### src/rtl/sv_bus_mux_str_ser.sv
// Bus-to-stream serializer: buffers {adr, dat} packets in a small FIFO and
// emits each one as N = (AW+DW)/SW beats with a last-beat flag.
module sv_bus_mux_str_ser #(
  parameter int unsigned AW    = 32,
  parameter int unsigned DW    = 32,
  parameter int unsigned SW    = 8,
  parameter int unsigned DEPTH = 2,
  parameter int unsigned BO    = 0
) (
  input  logic                       clk,
  input  logic                       rst,
  input  logic                       bus_vld,
  input  logic [AW-1:0]              bus_adr,
  input  logic [DW-1:0]              bus_dat,
  output logic                       bus_rdy,
  output logic                       str_vld,
  output logic [SW-1:0]              str_bus,
  output logic                       str_lst,
  input  logic                       str_rdy,
  output logic [$clog2(DEPTH+1)-1:0] pkt_lvl
);

  localparam int unsigned PW   = AW + DW;
  localparam int unsigned N    = PW / SW;
  localparam int unsigned BW   = $clog2(N);
  localparam int unsigned PTRW = (DEPTH > 1) ? $clog2(DEPTH) : 1;
  localparam int unsigned LW   = $clog2(DEPTH + 1);

  logic [PW-1:0]   mem_q [DEPTH];
  logic [PTRW-1:0] wr_ptr_q, wr_ptr_d;
  logic [PTRW-1:0] rd_ptr_q, rd_ptr_d;
  logic [LW-1:0]   lvl_q, lvl_d;
  logic [BW-1:0]   beat_q, beat_d;

  logic            push, pop, str_xfer, beat_last;
  logic [PW-1:0]   head;
  logic [SW-1:0]   slice [N];

  assign beat_last = (beat_q == BW'(N - 1));
  assign str_vld   = (lvl_q != '0);
  assign str_xfer  = str_vld & str_rdy;
  assign pop       = str_xfer & beat_last;
  // A full FIFO still accepts when the head packet's last beat leaves this cycle.
  assign bus_rdy   = ~rst & ((lvl_q < LW'(DEPTH)) | pop);
  assign push      = bus_vld & bus_rdy;

  // Next-state for pointers, occupancy and beat counter.
  always_comb begin
    wr_ptr_d = wr_ptr_q;
    rd_ptr_d = rd_ptr_q;
    beat_d   = beat_q;
    lvl_d    = lvl_q;
    if (push) begin
      wr_ptr_d = (wr_ptr_q == PTRW'(DEPTH - 1)) ? '0 : wr_ptr_q + PTRW'(1);
    end
    if (pop) begin
      rd_ptr_d = (rd_ptr_q == PTRW'(DEPTH - 1)) ? '0 : rd_ptr_q + PTRW'(1);
    end
    // N need not be a power of two, so wrap explicitly.
    if (str_xfer) begin
      beat_d = beat_last ? '0 : beat_q + BW'(1);
    end
    case ({push, pop})
      2'b10:   lvl_d = lvl_q + LW'(1);
      2'b01:   lvl_d = lvl_q - LW'(1);
      default: lvl_d = lvl_q;
    endcase
  end

  // Control state with synchronous reset; reset drops all buffered packets.
  always_ff @(posedge clk) begin
    if (rst) begin
      wr_ptr_q <= '0;
      rd_ptr_q <= '0;
      lvl_q    <= '0;
      beat_q   <= '0;
    end else begin
      wr_ptr_q <= wr_ptr_d;
      rd_ptr_q <= rd_ptr_d;
      lvl_q    <= lvl_d;
      beat_q   <= beat_d;
    end
  end

  // Packet storage, intentionally not reset.
  always_ff @(posedge clk) begin
    if (push) begin
      mem_q[wr_ptr_q] <= {bus_adr, bus_dat};
    end
  end

  assign head = mem_q[rd_ptr_q];

  // Slice table in transmit order so the beat counter indexes it directly.
  for (genvar k = 0; k < N; k++) begin : g_slice
    if (BO != 0) begin : g_msb
      assign slice[k] = head[(N-1-k)*SW +: SW];
    end else begin : g_lsb
      assign slice[k] = head[k*SW +: SW];
    end
  end

  assign str_bus = slice[beat_q];
  assign str_lst = str_vld & beat_last;
  assign pkt_lvl = lvl_q;

endmodule

### config.mk
export PLATFORM = sky130hd
export DESIGN_NAME = sv_bus_mux_str_ser
export DESIGN_NICKNAME = d
export VERILOG_FILES = /design/src/rtl/sv_bus_mux_str_ser.sv
export SDC_FILE = /design/constraint.sdc
export NUM_CORES = 1
export LEC_CHECK = 0
export BUFFER_PORTS_ARGS = -buffer_cell sky130_fd_sc_hd__buf_4
export CAP_MARGIN = 20
export CORE_MARGIN = 4
export CORE_UTILIZATION = 56
export CTS_CLUSTER_SIZE = 14
export DETAILED_ROUTE_END_ITERATION = 6
export MAX_ROUTING_LAYER = met4
export PLACE_DENSITY_LB_ADDON = 0.3
export SLEW_MARGIN = 25
export SYNTH_ARGS = -nofsm -noshare
export SYNTH_HDL_FRONTEND = slang
export SYNTH_SLANG_ARGS = --single-unit
### constraint.sdc
create_clock -name clk -period 5.1 [get_ports clk]
set_input_delay 1.02 -clock clk [delete_from_list [all_inputs] [get_ports clk]]
set_output_delay 1.02 -clock clk [all_outputs]
set_load 0.02 [all_outputs]
==> results.sh, run 1 <==
export IMPL_cts_setup_buffers=0
export IMPL_synth_cells=242
export IMPL_ctsHoldBuffers=0
export IMPL_rr_worst_depth=6
export IMPL_syn_to_final_growth_pct=23.7
export IMPL_use_met2_pct=29.4
export IMPL_fmax_mhz=274
export IMPL_synth_cell_types=29
export IMPL_p_comb_share_pct=5.7
export IMPL_pin_count=81
export IMPL_drt_iter0_drc=168
export IMPL_antenna_found_initial=0
export IMPL_setup_slack_ns=1.45
export IMPL_drive_above_1_share_pct=39.1
export IMPL_clkSinkCount=136
export IMPL_r2r_end="mem_q[0][8]$_DFFE_PP_"
export IMPL_pwr_share_seq_pct=49.1
export IMPL_numCtsBuffers=17
export IMPL_r2r_slack_ns=2.21
export IMPL_cellPowerDensity_nw_per_um2=398
export IMPL_switching_power_w=0.000520
export IMPL_die_h_um=105
export IMPL_use_met1_pct=25.6
export IMPL_avgSynthCellArea_um2=21.8
export IMPL_r2r_start="beat_q[0]$_SDFFE_PP0N_"
export IMPL_swShare_pct=20.0
export IMPL_cts_buffer_depth=2
export IMPL_fp_row_count=35
export IMPL_finalCritPeriodShare_pct=71.5
export IMPL_end_kind="output port"
export IMPL_busiest_layer="met2"
export IMPL_syn_nets=313
export IMPL_nets=403
export IMPL_yosysSeqAreaShare_pct=76.0
export IMPL_path_clk_slew_ns=0.06
export IMPL_drc_errors=0
export IMPL_dp_slack_ns=2.01
export IMPL_drv_slew=0
export IMPL_p_leak_nw=2.31
export IMPL_start_kind="flip-flop"
export IMPL_core_area_um2=9200
export IMPL_port_buffers=80
export IMPL_finalHoldViolCount=0
export IMPL_post_cts_resized=0
export IMPL_ys_ff_latch=136
export IMPL_cts_root_buffer="clkbuf_8"
export IMPL_grtUsageMet3_pct=5.31
export IMPL_vias=2645
export IMPL_diodes=0
export IMPL_status="completed"
export IMPL_regArea_um2=4010
export IMPL_firstDrtPassIters=4
export IMPL_tritoncts="done"
export IMPL_htree_num_levels=4
export IMPL_die_area_um2=11000
export IMPL_hold_depth=2
export IMPL_finalCriticalPeriod_ns=3.65
export IMPL_yosysWarnings=0
export IMPL_ir_drop_mv=0.213
export IMPL_syn_cell_area_um2=5270
export IMPL_grt_setup_unrepaired="false"
export IMPL_grt_pass1_wl_um=15100
export IMPL_crit_fanout=22
export IMPL_setup_violations_final=0
export IMPL_chipWidth_um=105
export IMPL_wl_per_cell_um=21.1
export IMPL_antenna_left=0
export IMPL_fin_skew_ns=0.00636
export IMPL_fin_setup_tns_ns=0
export IMPL_start_util_pct=57.3
export IMPL_worstPathArrival_ns=2.63
export IMPL_drt_vias_per_instance=5.80
export IMPL_cap_violations=0
export IMPL_path_class="reg2out"
export IMPL_worstHoldPathType="reg2reg"
export IMPL_hpwl_um=6040
export IMPL_wirelength_um=9630
export IMPL_grt_max_degree=65
export IMPL_multi_input_area_um2=1160
export IMPL_pwr_share_clk_pct=45.2
export IMPL_clock_latency_ns=0.50
export IMPL_grt_pass1_vias=2770
export IMPL_p_int_w=0.00208
export IMPL_place_congestion=0.701
export IMPL_grt_total_usage_pct=19.2
export IMPL_hold_start="rd_ptr_q$_SDFFE_PP0P_"
export IMPL_worst_pin_slew_ns=0.845
export IMPL_fillers=550
export IMPL_slew_headroom_pct=43.7
export IMPL_holdWs_ns=0.512
export IMPL_required_ns=4.08
export IMPL_overflow=0
==> critical path: stages (launching register included) <==
cell     delay (ns)
dfxtp_1        0.74
buf_4          0.43
mux4_1         0.38
a22oi_1        0.31
nand2_1        0.10
buf_4          0.16
==> area by class of cell <==
| cell class | count | area share [%] |
|---|---|---|
| Multi-Input combinational cell | 90 | 17.8 |
| Clock inverter | 14 | 2.40 |
| Tap cell | 111 | 2.13 |
| Clock buffer | 18 | 6.41 |
| Sequential cell | 136 | 61.5 |
| Timing Repair Buffer | 83 | 9.56 |
| Inverter | 4 | 0.250 |
==> flip-flops by register name (all words and copies together) (netlist names), named ones only <==
name / flops
mem_q: 128
beat_q: 3
pkt_lvl: 2
rd_ptr_q: 1
wr_ptr_q: 1
==> Yosys cell counts <==
master / number / share of area (%)
buf_4: 3 / 0.43
a21bo_2: 1 / 0.19
and2_1: 3 / 0.36
xnor2_1: 1 / 0.17
nand4_1: 1 / 0.12
nor2_1: 7 / 0.50
o211ai_1: 1 / 0.14
xor2_1: 2 / 0.33
mux4_1: 14 / 7.0
nor2b_1: 1 / 0.12
or3_1: 2 / 0.24
o21ai_0: 2 / 0.19
mux4_2: 18 / 7.7
dfxtp_1: 8 / 3.0
a31o_2: 1 / 0.17
nand3_1: 1 / 0.095
a22oi_1: 16 / 2.3
a21oi_1: 3 / 0.28
and2b_1: 1 / 0.14
inv_1: 4 / 0.28
edfxtp_1: 128 / 73
clkdlybuf4s25_2: 3 / 0.57
or2_2: 1 / 0.12
mux2i_1: 2 / 0.38
nand2_1: 9 / 0.64
ha_1: 3 / 0.71
buf_6: 3 / 0.64
clkbuf_1: 2 / 0.14
buf_2: 1 / 0.095
==> cells by family (layout without fill, tap and decap cells) <==
| kind of cell | Yosys count | in the layout | synth area share [%] |
|---|---|---|---|
| flops | 136 | 136 | 76.0 |
| xor+xnor | 3 | 3 | 0.499 |
| simple gates | 26 | 26 | 2.33 |
| compound gates | 24 | 24 | 3.25 |
| buf+inv | 16 | 119 | 2.16 |
| mux | 34 | 34 | 15.1 |
| fa+ha+maj | 3 | 3 | 0.712 |
==> power by group through the flow <==
stage               combinational (W)  clock [W]  sequential (W)
floorplan                   0.0000708          0         0.00130
global placement             0.000144          0         0.00130
detailed placement           0.000148          0         0.00130
CTS                          0.000150    0.00119         0.00128
global route                 0.000160    0.00125         0.00128
finish                       0.000148    0.00117         0.00128
==> worst max-delay path by stage <==
| stage | start | end | cells past startpoint |
|---|---|---|---|
| finish | beat_q[0]$_SDFFE_PP0N_ | str_bus[2] | 5 |
| global route | beat_q[0]$_SDFFE_PP0N_ | str_bus[2] | 5 |
| CTS | beat_q[0]$_SDFFE_PP0N_ | str_bus[2] | 5 |
| detailed placement | beat_q[0]$_SDFFE_PP0N_ | str_bus[1] | 5 |
| global placement | flip-flop | str_bus[0] | 4 |
| floorplan | rst | mem_q[1][0]$_DFFE_PP_ | 4 |
==> layer usage <==
| metal | vias up | routed length (um) | share of wire [%] |
|---|---|---|---|
| met4 | 0 | 117 | 1.2 |
| met3 | 14 | 494 | 5.1 |
| met5 | - | 0 | 0 |
| met2 | 92 | 4880 | 51 |
| li1 | 1202 | - | - |
| met1 | 1337 | 4140 | 43 |
==> per-stage QoR <==
| step | utilization (%) | total power [W] | instances | cell area [um2] |
|---|---|---|---|---|
| after floorplan | - | 0.00137 | 242 | 5270 |
| after global placement | 64.6 | 0.00144 | 424 | 5940 |
| after detailed placement | 64.6 | 0.00145 | 424 | 5940 |
| after CTS | 70.9 | 0.00262 | 456 | 6520 |
| after global routing | 70.9 | 0.00269 | 456 | 6520 |
| final | 70.9 | 0.00260 | 456 | 6520 |
==> layout by cell type (no fill, tap or decap), types with 2 or more instances in the layout <==
| cell type | n |
|---|---|
| nor2_1 | 6 |
| clkinv_1 | 3 |
| dfxtp_1 | 7 |
| buf_4 | 83 |
| o21ai_0 | 2 |
| ha_1 | 3 |
| a21oi_1 | 3 |
| mux2i_1 | 2 |
| edfxtp_1 | 128 |
| mux4_2 | 18 |
| and2_1 | 3 |
| inv_1 | 3 |
| clkinvlp_4 | 3 |
| xor2_1 | 2 |
| clkbuf_16 | 16 |
| bufinv_16 | 3 |
| clkinv_2 | 4 |
| nand2_1 | 9 |
| mux4_1 | 14 |
| or3_1 | 2 |
| a22oi_1 | 16 |
No activity file was read; power rests on OpenSTA's default activity.
==> run 2: changes to the inputs <==
- CORE_UTILIZATION: 56 -> 51
- clock period: 5.1 -> 3.28 ns (I/O delays scaled with it)
==> run 2 against run 1 <==
Power grew 59%; critical endpoint is now str_bus[7]; critical path type unchanged; worst setup slack worse by 1.2 ns; critical path depth unchanged; sequential share of layout area is 1.0 points lower; largest cell class unchanged; core utilization down 4.0 points; die area grew 9.0%; via count barely moved; clock-buffer cell count is 1 lower; flip-flop and latch count did not move.
==> results.sh, run 2 (synthesis gave the netlist of run 1 again) <==
export IMPL_numCtsBuffers=17
export IMPL_critPathSlowestCell="mux4_1"
export IMPL_cts_setup_buffers=0
export IMPL_cp_endpoint="str_bus[7]"
export IMPL_clkSinkCount=136
export IMPL_end_kind="output port"
export IMPL_cts_buffer_depth=2
export IMPL_wl_per_cell_um=19.7
export IMPL_ctsHoldBuffers=0
export IMPL_crit_path_cell_trace="buf_12, mux4_1, a22oi_1, nand2_1, buf_4"
export IMPL_cp_top_family="multiplexers"
export IMPL_dp_slack_ns=0.820
export IMPL_crit_fanout=31
export IMPL_vias=2647
export IMPL_largest_reg_flops=128
export IMPL_drt_iter0_drc=183
export IMPL_placed_area_um2=6020
export IMPL_p_leak_nw=2.35
export IMPL_worstPathArrival_ns=2.33
export IMPL_clock_latency_ns=0.51
export IMPL_mostFrequentLayoutCells="edfxtp_1, buf_4, mux4_2"
export IMPL_hpwl_um=5930
export IMPL_overflow=0
export IMPL_worstHoldPathType="in2reg"
export IMPL_grt_max_degree=54
export IMPL_rr_worst_depth=6
export IMPL_path_clk_slew_ns=0.06
export IMPL_fin_skew_ns=0.00943
export IMPL_cts_root_buffer="clkbuf_8"
export IMPL_path_class="reg2out"
export IMPL_fmax_mhz=335
export IMPL_drc_errors=0
export IMPL_grt_total_usage_pct=17.5
export IMPL_setup_slack_ns=0.292
export IMPL_nets=405
export IMPL_antenna_found_initial=0
export IMPL_finalPower_w=0.00412
export IMPL_grt_pass1_vias=2822
export IMPL_place_congestion=0.753
export IMPL_cap_violations=0
export IMPL_wirelength_um=9480
export IMPL_slowest_delay_ns=0.60
export IMPL_drv_slew=0
export IMPL_final_common_cell="edfxtp_1"
export IMPL_diodes=0
export IMPL_regMostFlops="mem_q"
export IMPL_start_util_pct=53.2
export IMPL_required_ns=2.62
export IMPL_firstDrtPassIters=4
export IMPL_worst_pin_slew_ns=0.848
export IMPL_finalCritPeriodShare_pct=91.1
export IMPL_chipWidth_um=110
export IMPL_r2r_slack_ns=0.89
export IMPL_die_area_um2=12000
export IMPL_fp_row_count=36
export IMPL_r2r_end="mem_q[1][13]$_DFFE_PP_"
export IMPL_pin_count=81
export IMPL_crit_buf_inv=2
export IMPL_cellPowerDensity_nw_per_um2=622
export IMPL_port_buffers=80
export IMPL_core_area_um2=9910
export IMPL_final_core_utilization_pct=66.9
export IMPL_die_h_um=110
export IMPL_grt_pass1_wl_um=14500
export IMPL_r2r_start="beat_q[0]$_SDFFE_PP0N_"
export IMPL_tritoncts="done"
export IMPL_drive_above_1_share_pct=40.3
export IMPL_setup_violations_final=0
export IMPL_finalHoldViolCount=0
export IMPL_postLayoutCellArea_um2=6630
export IMPL_post_cts_resized=0
export IMPL_drt_vias_per_instance=5.51
export IMPL_finalCriticalPeriod_ns=2.99
export IMPL_slew_headroom_pct=43.3
export IMPL_htree_num_levels=4
export IMPL_antenna_left=0
export IMPL_fin_setup_tns_ns=0
export IMPL_start_kind="flip-flop"
export IMPL_status="completed"
export IMPL_ir_drop_mv=0.526
export IMPL_grt_setup_unrepaired="false"
export IMPL_syn_to_final_growth_pct=25.7
export IMPL_cp_depth=5
[run 2: cell types whose count changed in the layout (fill, tap and decap cells not counted), moves of 2 or more]
cell | before | now
inv_6 | 1 | 5
clkinv_1 | 3 | 1
buf_12 | 0 | 3
clkinv_2 | 4 | 0
clkinv_4 | 1 | 3
[run 2: layer usage]
layer  vias to the layer above  part of all wire [%]  global-route usage [%]
met3                        11                   5.1                    5.93
met5                         -                     0                       -
met1                      1355                    45                    22.8
met4                         0                   1.2                    5.25
met2                        74                    49                    26.5
li1                       1207                     -                       -
[run 2: final cells by class]
type / instances / area, um2
clock buffer: 17 / 414
inverter: 4 / 15.0
tap: 133 / 166
fill: 642 / 3280
sequential: 136 / 4010
multi-input combinational: 90 / 1160
clock inverter: 15 / 190
timing repair buffer: 85 / 676
[run 2: worst min path at each step]
stage,startpoint,endpoint,depth (start not counted)
finish,bus_dat[0],mem_q[0][0]$_DFFE_PP_,1
global route,bus_adr[15],mem_q[0][47]$_DFFE_PP_,1
CTS,bus_dat[7],mem_q[1][7]$_DFFE_PP_,1
detailed placement,rd_ptr_q$_SDFFE_PP0P_,rd_ptr_q$_SDFFE_PP0P_,2
global placement,rd_ptr_q$_SDFFE_PP0P_,rd_ptr_q$_SDFFE_PP0P_,2
floorplan,rd_ptr_q$_SDFFE_PP0P_,flip-flop,2
[run 2: through the flow]
step / hold WS [ns] / instances
floorplan: 0.472 / 242
global placement: 0.492 / 448
detailed placement: 0.495 / 448
CTS: 0.304 / 480
global route: 0.293 / 480
finish: 0.327 / 480
[run 2: report_power, final]
| group | switching, W | internal (W) |
|---|---|---|
| sequential | 0.0000163 | 0.00196 |
| clock | 0.000730 | 0.00117 |
| combinational | 0.000113 | 0.000122 |
| total | 0.000859 | 0.00326 |
